`config.mk`:
```
export PLATFORM = sky130hd
export DESIGN_NAME = anf_fl_tex_fetch_ctrl
export DESIGN_NICKNAME = d
export VERILOG_FILES = /design/src/rtl/anf_fl_tex_pkg.sv /design/src/rtl/anf_fl_sat_counter.sv /design/src/rtl/anf_fl_tex_fetch_ctrl.sv
export SDC_FILE = /design/constraint.sdc
export NUM_CORES = 1
export LEC_CHECK = 0
export CAP_MARGIN = 10
export CORE_AREA = 5 5 172 174
export DETAILED_ROUTE_END_ITERATION = 16
export DIE_AREA = 0 0 177 179
export PLACE_DENSITY = 0.69
export SKIP_LAST_GASP = 1
export SLEW_MARGIN = 20
export SYNTH_ARGS = -nofsm -noshare
export SYNTH_HDL_FRONTEND = slang
export SYNTH_SLANG_ARGS = --single-unit
```
`constraint.sdc`:
```
create_clock -name clk -period 2.1 [get_ports clk]
set_input_delay 0.21 -clock clk [delete_from_list [all_inputs] [get_ports clk]]
set_output_delay 0.21 -clock clk [all_outputs]
set_load 0.005 [all_outputs]
```
`src/rtl/anf_fl_tex_pkg.sv`:
```
// Shared types and constants for the texture fetch controller and the ETC2 decoder path.
package anf_fl_tex_pkg;

  typedef enum logic [2:0] {
    ST_IDLE  = 3'd0,
    ST_MREQ  = 3'd1,
    ST_MWAIT = 3'd2,
    ST_DEC   = 3'd3,
    ST_RESP  = 3'd4
  } state_e;

  localparam int BLOCK_BYTES = 16;
  localparam int BLOCK_OFF_W = $clog2(BLOCK_BYTES);

  // Format codes understood by the ETC2 block decoder.
  localparam logic [4:0] FMT_ETC2_RGB8    = 5'd0;
  localparam logic [4:0] FMT_ETC2_RGBA8   = 5'd1;
  localparam logic [4:0] FMT_ETC2_RGB8A1  = 5'd2;
  localparam logic [4:0] FMT_EAC_R11      = 5'd3;
  localparam logic [4:0] FMT_EAC_RG11     = 5'd4;

  function automatic logic [31:0] pack_rgba(input logic [7:0] r, input logic [7:0] g,
                                            input logic [7:0] b, input logic [7:0] a);
    return {r, g, b, a};
  endfunction

endpackage

```
`src/rtl/anf_fl_sat_counter.sv`:
```
// Saturating event counter: holds at all-ones instead of wrapping.
module anf_fl_sat_counter #(
  parameter int CNT_W = 16
) (
  input  logic             clk,
  input  logic             rst_n,
  input  logic             clr,
  input  logic             inc,
  output logic [CNT_W-1:0] cnt
);

  logic [CNT_W-1:0] cnt_q, cnt_d;

  always_comb begin
    cnt_d = cnt_q;
    if (clr) begin
      cnt_d = '0;
    end else if (inc && (cnt_q != '1)) begin
      cnt_d = cnt_q + CNT_W'(1);
    end
  end

  always_ff @(posedge clk) begin
    if (!rst_n) begin
      cnt_q <= '0;
    end else begin
      cnt_q <= cnt_d;
    end
  end

  assign cnt = cnt_q;

endmodule

```
`src/rtl/anf_fl_tex_fetch_ctrl.sv`:
```
// Texture fetch sequencer: one-entry block buffer in front of memory, registered operands
// for the external ETC2 decoder, and a registered RGBA response.
module anf_fl_tex_fetch_ctrl
  import anf_fl_tex_pkg::*;
#(
  parameter int BIDX_W = 28,
  parameter int TAG_W  = 4,
  parameter int CNT_W  = 16
) (
  input  logic                clk,
  input  logic                rst_n,
  input  logic                req_valid,
  output logic                req_ready,
  input  logic [BIDX_W-1:0]   req_bidx,
  input  logic [1:0]          req_u,
  input  logic [1:0]          req_v,
  input  logic [4:0]          req_format,
  input  logic [TAG_W-1:0]    req_tag,
  input  logic                inv,
  output logic                mem_req_valid,
  input  logic                mem_req_ready,
  output logic [BIDX_W+3:0]   mem_addr,
  input  logic                mem_rsp_valid,
  input  logic [127:0]        mem_rsp_data,
  output logic [127:0]        dec_data,
  output logic [4:0]          dec_format,
  output logic [1:0]          dec_u,
  output logic [1:0]          dec_v,
  input  logic [7:0]          dec_r,
  input  logic [7:0]          dec_g,
  input  logic [7:0]          dec_b,
  input  logic [7:0]          dec_a,
  output logic                rsp_valid,
  input  logic                rsp_ready,
  output logic [31:0]         rsp_rgba,
  output logic [TAG_W-1:0]    rsp_tag,
  output logic [CNT_W-1:0]    hit_cnt,
  output logic [CNT_W-1:0]    miss_cnt,
  output logic [2:0]          dbg_state
);

  // Handshakes: a transfer happens on a clk edge where valid && ready are both high;
  // valid never depends on ready, and payloads hold steady while valid is high and ready is low.

  state_e              state_q, state_d;
  logic [BIDX_W-1:0]   bidx_q, bidx_d;
  logic [1:0]          u_q, u_d, v_q, v_d;
  logic [4:0]          fmt_q, fmt_d;
  logic [TAG_W-1:0]    tag_q, tag_d;
  logic                buf_valid_q, buf_valid_d;
  logic [BIDX_W-1:0]   buf_bidx_q, buf_bidx_d;
  logic [127:0]        buf_data_q, buf_data_d;
  logic                inv_seen_q, inv_seen_d;
  logic [31:0]         rgba_q, rgba_d;
  logic [TAG_W-1:0]    rsp_tag_q, rsp_tag_d;
  logic                accept, is_hit, hit_inc, miss_inc;

  // req_ready is held low while reset is asserted, even though state already reads IDLE.
  assign req_ready = rst_n && ((state_q == ST_IDLE) || ((state_q == ST_RESP) && rsp_ready));
  assign accept    = req_valid && req_ready;
  assign is_hit    = buf_valid_q && (buf_bidx_q == req_bidx);

  always_comb begin
    state_d     = state_q;
    bidx_d      = bidx_q;
    u_d         = u_q;
    v_d         = v_q;
    fmt_d       = fmt_q;
    tag_d       = tag_q;
    buf_valid_d = buf_valid_q && !inv;
    buf_bidx_d  = buf_bidx_q;
    buf_data_d  = buf_data_q;
    inv_seen_d  = inv_seen_q;
    rgba_d      = rgba_q;
    rsp_tag_d   = rsp_tag_q;
    hit_inc     = 1'b0;
    miss_inc    = 1'b0;

    case (state_q)
      ST_MREQ: begin
        inv_seen_d = inv_seen_q || inv;
        if (mem_req_ready) state_d = ST_MWAIT;
      end
      ST_MWAIT: begin
        inv_seen_d = inv_seen_q || inv;
        if (mem_rsp_valid) begin
          // The data is always used for the pending request; only validity depends on inv.
          buf_data_d  = mem_rsp_data;
          buf_bidx_d  = bidx_q;
          buf_valid_d = !(inv_seen_q || inv);
          state_d     = ST_DEC;
        end
      end
      ST_DEC: begin
        rgba_d    = pack_rgba(dec_r, dec_g, dec_b, dec_a);
        rsp_tag_d = tag_q;
        state_d   = ST_RESP;
      end
      ST_RESP: begin
        if (rsp_ready) state_d = ST_IDLE;
      end
      default: ;
    endcase

    if (accept) begin
      bidx_d     = req_bidx;
      u_d        = req_u;
      v_d        = req_v;
      fmt_d      = req_format;
      tag_d      = req_tag;
      inv_seen_d = inv;
      if (is_hit) begin
        state_d = ST_DEC;
        hit_inc = 1'b1;
      end else begin
        state_d  = ST_MREQ;
        miss_inc = 1'b1;
      end
    end
  end

  always_ff @(posedge clk) begin
    if (!rst_n) begin
      state_q     <= ST_IDLE;
      bidx_q      <= '0;
      u_q         <= '0;
      v_q         <= '0;
      fmt_q       <= '0;
      tag_q       <= '0;
      buf_valid_q <= 1'b0;
      buf_bidx_q  <= '0;
      buf_data_q  <= '0;
      inv_seen_q  <= 1'b0;
      rgba_q      <= '0;
      rsp_tag_q   <= '0;
    end else begin
      state_q     <= state_d;
      bidx_q      <= bidx_d;
      u_q         <= u_d;
      v_q         <= v_d;
      fmt_q       <= fmt_d;
      tag_q       <= tag_d;
      buf_valid_q <= buf_valid_d;
      buf_bidx_q  <= buf_bidx_d;
      buf_data_q  <= buf_data_d;
      inv_seen_q  <= inv_seen_d;
      rgba_q      <= rgba_d;
      rsp_tag_q   <= rsp_tag_d;
    end
  end

  anf_fl_sat_counter #(.CNT_W(CNT_W)) u_hit_cnt (
    .clk   (clk),
    .rst_n (rst_n),
    .clr   (1'b0),
    .inc   (hit_inc),
    .cnt   (hit_cnt)
  );

  anf_fl_sat_counter #(.CNT_W(CNT_W)) u_miss_cnt (
    .clk   (clk),
    .rst_n (rst_n),
    .clr   (1'b0),
    .inc   (miss_inc),
    .cnt   (miss_cnt)
  );

  assign mem_req_valid = (state_q == ST_MREQ);
  assign mem_addr      = {bidx_q, {BLOCK_OFF_W{1'b0}}};
  assign dec_data      = buf_data_q;
  assign dec_format    = fmt_q;
  assign dec_u         = u_q;
  assign dec_v         = v_q;
  assign rsp_valid     = (state_q == ST_RESP);
  assign rsp_rgba      = rgba_q;
  assign rsp_tag       = rsp_tag_q;
  assign dbg_state     = state_q;

endmodule

```
# ---- Word-level counts from Yosys, hierarchy flattened
# Index checks and enable logic that the tools add are counted.
dict set report totals {
  inputBits 208
  elab_cells 57
  ff_bits 270
  out_inout_bits 243
}
dict set report op_classes {
  n_eq_ne 10
  n_reduce_logical 17
  n_mux 14
  addsub 2
}
# op count
set ops {}
lappend ops {{$add 16x1->16 const B} 2}
lappend ops {{$ne 16x16->1 const B} 2}
lappend ops {{$eq 28x28->1} 1}
lappend ops {{$mux 3} 4}
lappend ops {{$pmux 3 s4} 1}
lappend ops {{$mux 1} 8}
lappend ops {{$logic_and 1x1->1} 7}
lappend ops {{$eq 3x2->1 const B} 2}
lappend ops {{$ne 3x1->1 const B} 2}
lappend ops {{$reduce_bool 5->1} 1}
lappend ops {{$reduce_and 4->1} 1}
lappend ops {{$eq 3x1->1 const B} 1}
lappend ops {{$eq 3x3->1 const B} 1}
lappend ops {{$logic_not 3->1} 1}
lappend ops {{$ne 3x3->1 const B} 1}
lappend ops {{$logic_not 1->1} 2}
lappend ops {{$logic_or 1x1->1} 2}
lappend ops {{$mux 2} 1}
lappend ops {{$reduce_and 2->1} 1}
lappend ops {{$reduce_bool 2->1} 1}
lappend ops {{$reduce_or 2->1} 1}

# ---- Depth between registers and ports, before layout
# Gate-level depths: netlist of the first run.
dict set report logic_depth {
  word_depth 7
  depth_mapped 8
  depth_no_buf 7
}

# ---- Cells and area by module
# Synthesis of the first run repeated with hierarchy kept, for this count alone.
dict set report hier_totals {
  hier_cells 1269
  hier_area_um2 10344.9
}
# module cells_each instances area_per_inst_um2 seq_area_each_um2
set by_module_without_submodules {}
lappend by_module_without_submodules {anf_fl_tex_fetch_ctrl 1087 1 8615.8 4764.6}
lappend by_module_without_submodules {anf_fl_sat_counter 91 2 864.6 320.3}

# ---- Worst setup path after synthesis of the first run
# Ideal clock, no wire load.
dict set report synth_path {
  path_type {register to register}
  startpoint {register state_q[0], in the netlist dbg_state[0]}
  endpoint {register u_hit_cnt.cnt_q[7], in the netlist u_hit_cnt.cnt[7]}
  arrival_time_ns 1.825
  required_ns 2.028
  setup_slack_ns 0.203
  period_less_slack_ns 1.897
  path_stages_with_launch 8
  cell_sequence {dfxtp_1 -> nor2_4 -> nand4_4 -> nor4_2 -> nand3_2 -> buf_2 -> nor4_2 -> mux2i_1}
}
dict set report synth_via {
  elab_chain_cells 7
  word_cells_on_any_way 8
  classes_between {eq/ne (1); mux (1); reduce/logical (6)}
}
# element line
set synth_rtl {}
lappend synth_rtl {{start, declared} anf_fl_tex_fetch_ctrl.sv:45} ;# state_e state_q, state_d;
lappend synth_rtl {{start signal, assigned} anf_fl_tex_fetch_ctrl.sv:137} ;# state_q <= state_d;
lappend synth_rtl {{$eq 3x3->1} anf_fl_tex_fetch_ctrl.sv:59} ;# assign req_ready = rst_n && ((state_q == ST_IDLE) || ((state_q == ST_RESP) && rsp_ready));
lappend synth_rtl {{$logic_and 1x1->1} anf_fl_tex_fetch_ctrl.sv:59}
lappend synth_rtl {{$logic_or 1x1->1 *} anf_fl_tex_fetch_ctrl.sv:59}
lappend synth_rtl {{$logic_and 1x1->1 *} anf_fl_tex_fetch_ctrl.sv:59}
lappend synth_rtl {{$logic_and 1x1->1 *} anf_fl_tex_fetch_ctrl.sv:60} ;# assign accept = req_valid && req_ready;
lappend synth_rtl {{$mux 1 *} anf_fl_tex_fetch_ctrl.sv:105} ;# if (accept) begin
lappend synth_rtl {{$logic_and 1x1->1 *} anf_fl_sat_counter.sv:18} ;# end else if (inc && (cnt_q != '1)) begin
lappend synth_rtl {{end signal, assigned} anf_fl_sat_counter.sv:27} ;# cnt_q <= cnt_d;
lappend synth_rtl {{end, declared} anf_fl_sat_counter.sv:12} ;# logic [CNT_W-1:0] cnt_q, cnt_d;
# Every way passes the cells marked *; elsewhere a longest branch is shown, timed or not.
# A chain may end at the register's enable or synchronous reset.

# ---- Worst setup path after layout of the first run
dict set report layout_path {
  startpoint {register buf_bidx_q[21]}
  endpoint {register u_hit_cnt.cnt_q[8], in the netlist u_hit_cnt.cnt[8]}
}
dict set report layout_via {
  elab_chain_cells 5
}
# element line
set layout_rtl {}
lappend layout_rtl {{start, declared} anf_fl_tex_fetch_ctrl.sv:51} ;# logic [BIDX_W-1:0] buf_bidx_q, buf_bidx_d;
lappend layout_rtl {{start signal, assigned} anf_fl_tex_fetch_ctrl.sv:144} ;# buf_bidx_q <= buf_bidx_d;
lappend layout_rtl {{$eq 28x28->1} anf_fl_tex_fetch_ctrl.sv:61} ;# assign is_hit = buf_valid_q && (buf_bidx_q == req_bidx);
lappend layout_rtl {{$logic_and 1x1->1} anf_fl_tex_fetch_ctrl.sv:61}
lappend layout_rtl {{$mux 1} anf_fl_tex_fetch_ctrl.sv:112} ;# if (is_hit) begin
lappend layout_rtl {{$mux 1} anf_fl_tex_fetch_ctrl.sv:105}
lappend layout_rtl {{$logic_and 1x1->1} anf_fl_sat_counter.sv:18}
# Every way passes these cells.

==> results_dict.tcl, run 1 <==
set metrics [dict create \
    outcome "complete, no violations" \
    min_to "dec_data[40]" \
    setup_viol 0 \
    post_layout_nonfiller_instances 2152 \
    postLayoutCoreUtil_pct 60.1 \
    mostFrequentLayoutCells "nand2_1 (492), clkdlybuf4s50_1 (446), dfxtp_1 (267)" \
    synth.cell_area_um2 10200 \
    final_hold_viol_count 0 \
    netlist_instances 1300 \
    grt_pass1_wl_mm 55.7 \
    data_required_time_of_the_critical_path_ns 2.54 \
    hp-class "in -> reg" \
    layout_worst_path_cycle_share_pct 97.8 \
    drcViolationCount 0 \
    crit_end_category "flip-flop" \
    rsz0062_at_grt "true" \
    hpwlAfterDp_mm 27.8 \
    max-vdd-ir-drop_uv 562 \
    design.final.nets 1954 \
    fillCellCount 2468 \
    crit-reg2reg-capture "u_hit_cnt.cnt[8]" \
    multiplexer_area_fraction_after_synthesis_pct 0.978 \
    placed_area_um2 15400 \
    final_common_cell "nand2_1" \
    startpoint_type "flip-flop" \
    cts_inserted_buffers 30 \
    synth_top_family_by_area "simple AND/OR/NAND/NOR gates" \
    synthDistinctLibCells 46 \
    grt_antenna_before_repair 8 \
    boundaryPins 451 \
    gp_congestion 0.812 \
    layout_min_cycle_time_ns 2.05 \
    drtIter0Drc 586 \
    fp.dieArea_um2 31700 \
    clock_latency_ns 0.55 \
    leakagePower_nw 5.67 \
    postSynthRegisterBits 270 \
    async_flop_share_pct 0 \
    vias_per_cell 4.90 \
    clock_tree.root_cell "clkbuf_16" \
    grt_start_max_net_pins 76 \
    chipWidth_um 177 \
    grt.total_usage_pct 22.1 \
    post_route_hold_slack_ns 0.200 \
    worstRegToRegCells 7 \
    final-max-slew-violation-count 0 \
    routedWlPerCell_um 17.6 \
    port_buffers 446 \
    p_per_area_nw_per_um2 718 \
    cp_data_arrival_time_ns 2.49 \
    final_design_area_no_fill_um2 16600 \
    ys_warn_count 0 \
    detailroute.via_count 10600 \
    final_layout_size_suffix_gt1_share_pct 7.58 \
    clock.fmax_ghz 0.487 \
    reg_to_reg_slack_setup_ns 0.05 \
    global_route.overflow_total 0 \
    antenna_left 0 \
    path_max_fanout 7 \
    synth_seq_area_share_pct 52.8 \
    syn_area_per_cell_um2 7.88 \
    placed_cells_incl_taps 2089 \
    rows 61 \
    cts.sinks 270 \
    synth_compound_gate_area_share_pct 14.6 \
    htreeDepth 1 \
    timing.hold.worst.start "mem_rsp_data[40]" \
    die_h_um 179 \
    crit-reg2reg-launch "buf_bidx_q[21]" \
    flip_flop_cell_with_the_highest_count_after_synthesis "dfxtp_1" \
    detail_route.first_pass.iterations 5 \
    total_power_mw 11.9 \
    critPathKind "reg -> reg" \
    starting_density_of_the_core_pct 37.1 \
    clockBufferDepth 3 \
    detail_route.wirelength_mm 37.9 \
    synth-edff-count 0 \
    areaGrowthSynthToFinish_pct 62.2 \
    drv_cap 0 \
    synth_fa_ha_area_share_pct 0.244 \
    timing.clock.skew_ns 0.0165 \
    synth_simple_gate_area_share_pct 25.0 \
    path_clk_slew_ns 0.06 \
    whs_path_depth 3 \
    synth_xor_area_share_pct 2.48 \
    vias_in_the_first_global_route 9998 \
    fp.coreArea_um2 27600 \
    clock_tree_from_tritoncts "done" \
]
==> how the worst max path moves through the flow <==
stage,start,to,depth (start not counted)
4_1_cts,buf_bidx_q[18],u_hit_cnt.cnt[9],7
3_3_place_gp,req_bidx[17],u_hit_cnt.cnt[9],9
2_1_floorplan,dbg_state[0],u_hit_cnt.cnt[7],7
5_1_grt,buf_bidx_q[17],u_hit_cnt.cnt[11],7
3_5_place_dp,req_bidx[17],u_hit_cnt.cnt[5],9
6_report,buf_bidx_q[21],u_hit_cnt.cnt[8],7
==> sequential cells by signal (all words and copies together) (netlist names) <==
register,flops
dbg_state,3
bidx_q,28
inv_seen_q,1
u_hit_cnt.cnt,16
dec_data,128
rsp_rgba,32
buf_valid_q,1
dec_u,2
buf_bidx_q,28
tag_q,4
dec_v,2
rsp_tag,4
dec_format,5
u_miss_cnt.cnt,16
==> final cells by class <==
| class | count | area, µm² | share of cell area, % |
|---|---|---|---|
| Tap cell | 378 | 473 | 2.85 |
| Antenna cell | 7 | 17.5 | 0.105 |
| Multi-Input combinational cell | 934 | 4600 | 27.7 |
| Sequential cell | 270 | 5410 | 32.6 |
| Timing Repair Buffer | 503 | 5090 | 30.7 |
| Clock buffer | 45 | 897 | 5.40 |
| Inverter | 5 | 26.3 | 0.158 |
| Clock inverter | 10 | 88.8 | 0.535 |
==> where the power goes <==
group          total (mW)  switching [mW]  internal, mW
logic                1.40           0.603         0.797
clock network        5.15            2.09          3.06
registers            5.37          0.0934          5.28
==> repair_timing <==
action | 4_1_cts | 5_1_grt
setup buffers | 0 | 1
setup endpoints to repair | 9 | 11
cloned | 0 | 1
resized for setup | 2 | 23
hold buffers | 0 | 0
pin swaps | 2 | 16
==> metal layers <==
layer | vias to the layer above | GRT usage, % | share of wire, %
li1 | 5200 | - | -
met1 | 4886 | 25.0 | 37
met5 | - | 0 | 0.018
met3 | 62 | 8.37 | 9.9
met2 | 404 | 38.6 | 50
met4 | 2 | 7.16 | 2.8
==> cells in the mapped netlist, types with 7 or more instances <==
| cell type | n | area, µm² |
|---|---|---|
| a21oi_1 | 246 | 1230 |
| clkbuf_1 | 82 | 308 |
| dfxtp_1 | 270 | 5410 |
| mux2i_1 | 10 | 100 |
| nand2_1 | 493 | 1850 |
| nand2b_1 | 8 | 50.1 |
| nand3_1 | 14 | 70.1 |
| nand4_1 | 19 | 119 |
| nor2_1 | 18 | 67.6 |
| nor3_1 | 8 | 40.0 |
| nor4_1 | 7 | 43.8 |
| o21ai_0 | 7 | 35.0 |
| o31ai_1 | 7 | 52.6 |
| or4_1 | 9 | 67.6 |
| xnor2_1 | 27 | 236 |
==> through the flow <==
stage,worst slack [ns],setup TNS (ns)
after floorplan,0.203,0
after global routing,-0.123,-0.660
after detailed placement,-0.424,-6.95
after CTS,0.0166,0
final,0.0463,0
after global placement,-0.392,-6.22
==> kinds of logic after synthesis <==
kind of cell / Yosys count
AO/OA/AOI/OAI: 283
XOR/XNOR: 29
adder cells (fa/ha/maj): 2
buffers and inverters: 99
flip-flops: 270
multiplexers: 10
other: 1
AND/OR/NAND/NOR: 606
==> critical path, cell delays in order, from the launching register on <==
cell	delay [ns]
dfxtp_2	0.32
xnor2_1	0.14
nand4_1	0.25
nor4_2	0.33
nand3_2	0.26
buf_12	0.23
o31a_1	0.24
o21a_1	0.16
No activity file was read; power rests on OpenSTA's default activity.
==> inputs of run 2 (changes only) <==
- CORE_AREA: 5 5 172 174 -> 2 2 173 175
- DIE_AREA: 0 0 177 179 -> 0 0 175 177
- PLACE_DENSITY: 0.69 -> 0.66
==> results_dict.tcl, run 2 (same netlist as run 1, synthesis figures left out) <==
set metrics [dict create \
    drcViolationCount 0 \
    layout_min_cycle_time_ns 2.09 \
    fillCellCount 2623 \
    grt.total_usage_pct 22.6 \
    data_required_time_of_the_critical_path_ns 2.58 \
    timing.max_slew.rel_slack_pct 62.9 \
    drtIter0Drc 604 \
    critical-path-top-delay-family "simple AND/OR/NAND/NOR gates" \
    placed_area_um2 15400 \
    fp.coreArea_um2 29200 \
    die_h_um 177 \
    rows 63 \
    worst_path_largest_cell_delay_ns 0.35 \
    total_power_mw 12.2 \
    max-vdd-ir-drop_uv 633 \
    vias_per_cell 4.82 \
    regArea_um2 5410 \
    cts_inserted_buffers 30 \
    gp_congestion 0.827 \
    layout_worst_path_cycle_share_pct 99.5 \
    clockBufferDepth 3 \
    detailroute.via_count 10400 \
    detail_route.first_pass.iterations 5 \
    setup_tns_ns 0 \
    setup_viol 0 \
    crit_end_category "flip-flop" \
    detail_route.wirelength_mm 36.9 \
    drv_cap 0 \
    final_hold_viol_count 0 \
    path_clk_slew_ns 0.07 \
    largest_register_ffs 128 \
    path_cells "xnor2_2, nand4_1, buf_4, nor4_4, nand3_4, buf_8, buf_4, nor4_4, mux2i_1" \
    hp-class "in -> reg" \
    design.final.nets 1957 \
    htreeDepth 1 \
    areaGrowthSynthToFinish_pct 62.3 \
    clock_latency_ns 0.57 \
    chipWidth_um 175 \
    multi_input_combinational_cell_area_um2 4600 \
    timing.clock.skew_ns 0.0219 \
    tightest_slew_ns 0.555 \
    boundaryPins 451 \
    path_max_fanout 8 \
    fp.dieArea_um2 31000 \
    port_buffers 446 \
    grt_start_max_net_pins 81 \
    rsz0062_at_grt "true" \
    final_common_cell "nand2_1" \
    antenna_left 0 \
    grt_pass1_wl_mm 55.5 \
    cts_hold_buf 0 \
    critPathKind "reg -> reg" \
    leakagePower_nw 5.69 \
    cp_data_arrival_time_ns 2.57 \
    global_route.overflow_total 0 \
    crit_buf_inv 3 \
    vias_in_the_first_global_route 10000 \
    postLayoutCoreUtil_pct 56.8 \
    cts.sinks 270 \
    clock.fmax_ghz 0.479 \
    clock_tree.root_cell "clkbuf_16" \
    routedWlPerCell_um 17.1 \
    grt_antenna_before_repair 4 \
    starting_density_of_the_core_pct 35.0 \
    outcome "complete, no violations" \
    startpoint_type "flip-flop" \
    p_per_area_nw_per_um2 737 \
    clock_tree_from_tritoncts "done" \
    critical_path.slowest_cell "dfxtp_4" \
    hpwlAfterDp_mm 26.3 \
    final_layout_size_suffix_gt1_share_pct 7.51 \
    final_design_area_no_fill_um2 16600 \
    mostFrequentLayoutCells "nand2_1 (493), clkdlybuf4s50_1 (446), dfxtp_1 (267)" \
    final-max-slew-violation-count 0 \
]
==> run 2: cell count changes in the layout (fill, tap and decap cells not counted), moves of 2 or more <==
cell | before | now
nor4_2 | 2 | 0
o31ai_2 | 0 | 2
buf_4 | 40 | 47
ha_2 | 2 | 0
ha_1 | 0 | 2
nand3_2 | 2 | 0
o31ai_1 | 7 | 5
diode_2 | 7 | 4
bufinv_16 | 1 | 3
buf_12 | 14 | 9
clkbuf_1 | 6 | 8
==> run 2: final cells by class <==
type,count,share of cell area (%)
well taps,390,2.94
clock buffers,47,5.51
multi-input cells,934,27.7
repair buffers,506,30.4
clock inverters,9,0.723
inverters,5,0.158
diodes,4,0.0602
flip-flops and latches,270,32.6
==> run 2: path summary, 6_finish.rpt <==
path / start / slack [ns] / depth (start not counted) / to
worst min-delay path: mem_rsp_data[72] / 0.19 / 3 / dec_data[72]
worst max-delay path: buf_bidx_q[17] / 0.01 / 9 / u_hit_cnt.cnt[10]
worst min register to register: dec_data[19] / 0.45 / 2 / dec_data[19]
worst max register to register: buf_bidx_q[17] / 0.01 / 9 / u_hit_cnt.cnt[10]
==> run 2: routing by layer <==
metal / part of all wire (%) / track usage (%)
met5: 0 / 0
met4: 3.0 / 8.19
met2: 49 / 38.6
met3: 8.8 / 7.35
met1: 39 / 26.6
==> run 2: repair_timing <==
action / 4_1_cts / 5_1_grt
buffers inserted: 0 / 2
pin swaps: 5 / 16
endpoints found under the setup margin: 12 / 14
cloned: 0 / 0
gates resized for setup: 9 / 18
==> run 2: worst reg2reg max path: stages, from the launching register on <==
cell     delay (ns)
dfxtp_4        0.35
xnor2_2        0.11
nand4_1        0.20
buf_4          0.21
nor4_4         0.25
nand3_4        0.19
buf_8          0.21
buf_4          0.14
nor4_4         0.14
mux2i_1        0.21
==> run 2: where the power goes <==
| group | leakage, nW | internal, mW | switching (mW) |
|---|---|---|---|
| Sequential | 2.19 | 5.28 | 0.0950 |
| Clock | 0.515 | 3.34 | 2.14 |
| Combinational | 2.99 | 0.783 | 0.603 |
| Total | 5.69 | 9.40 | 2.84 |
==> run 2: per-stage QoR <==
stage / cells / worst slack, ns / hold slack [ns]
final: 2165 / 0.0104 / 0.185
after global routing: 2165 / -0.153 / 0.182
after CTS: 2159 / -0.0447 / 0.167
after detailed placement: 2103 / -0.531 / 0.446
after global placement: 2103 / -0.435 / 0.441
after floorplan: 1303 / 0.203 / 0.287
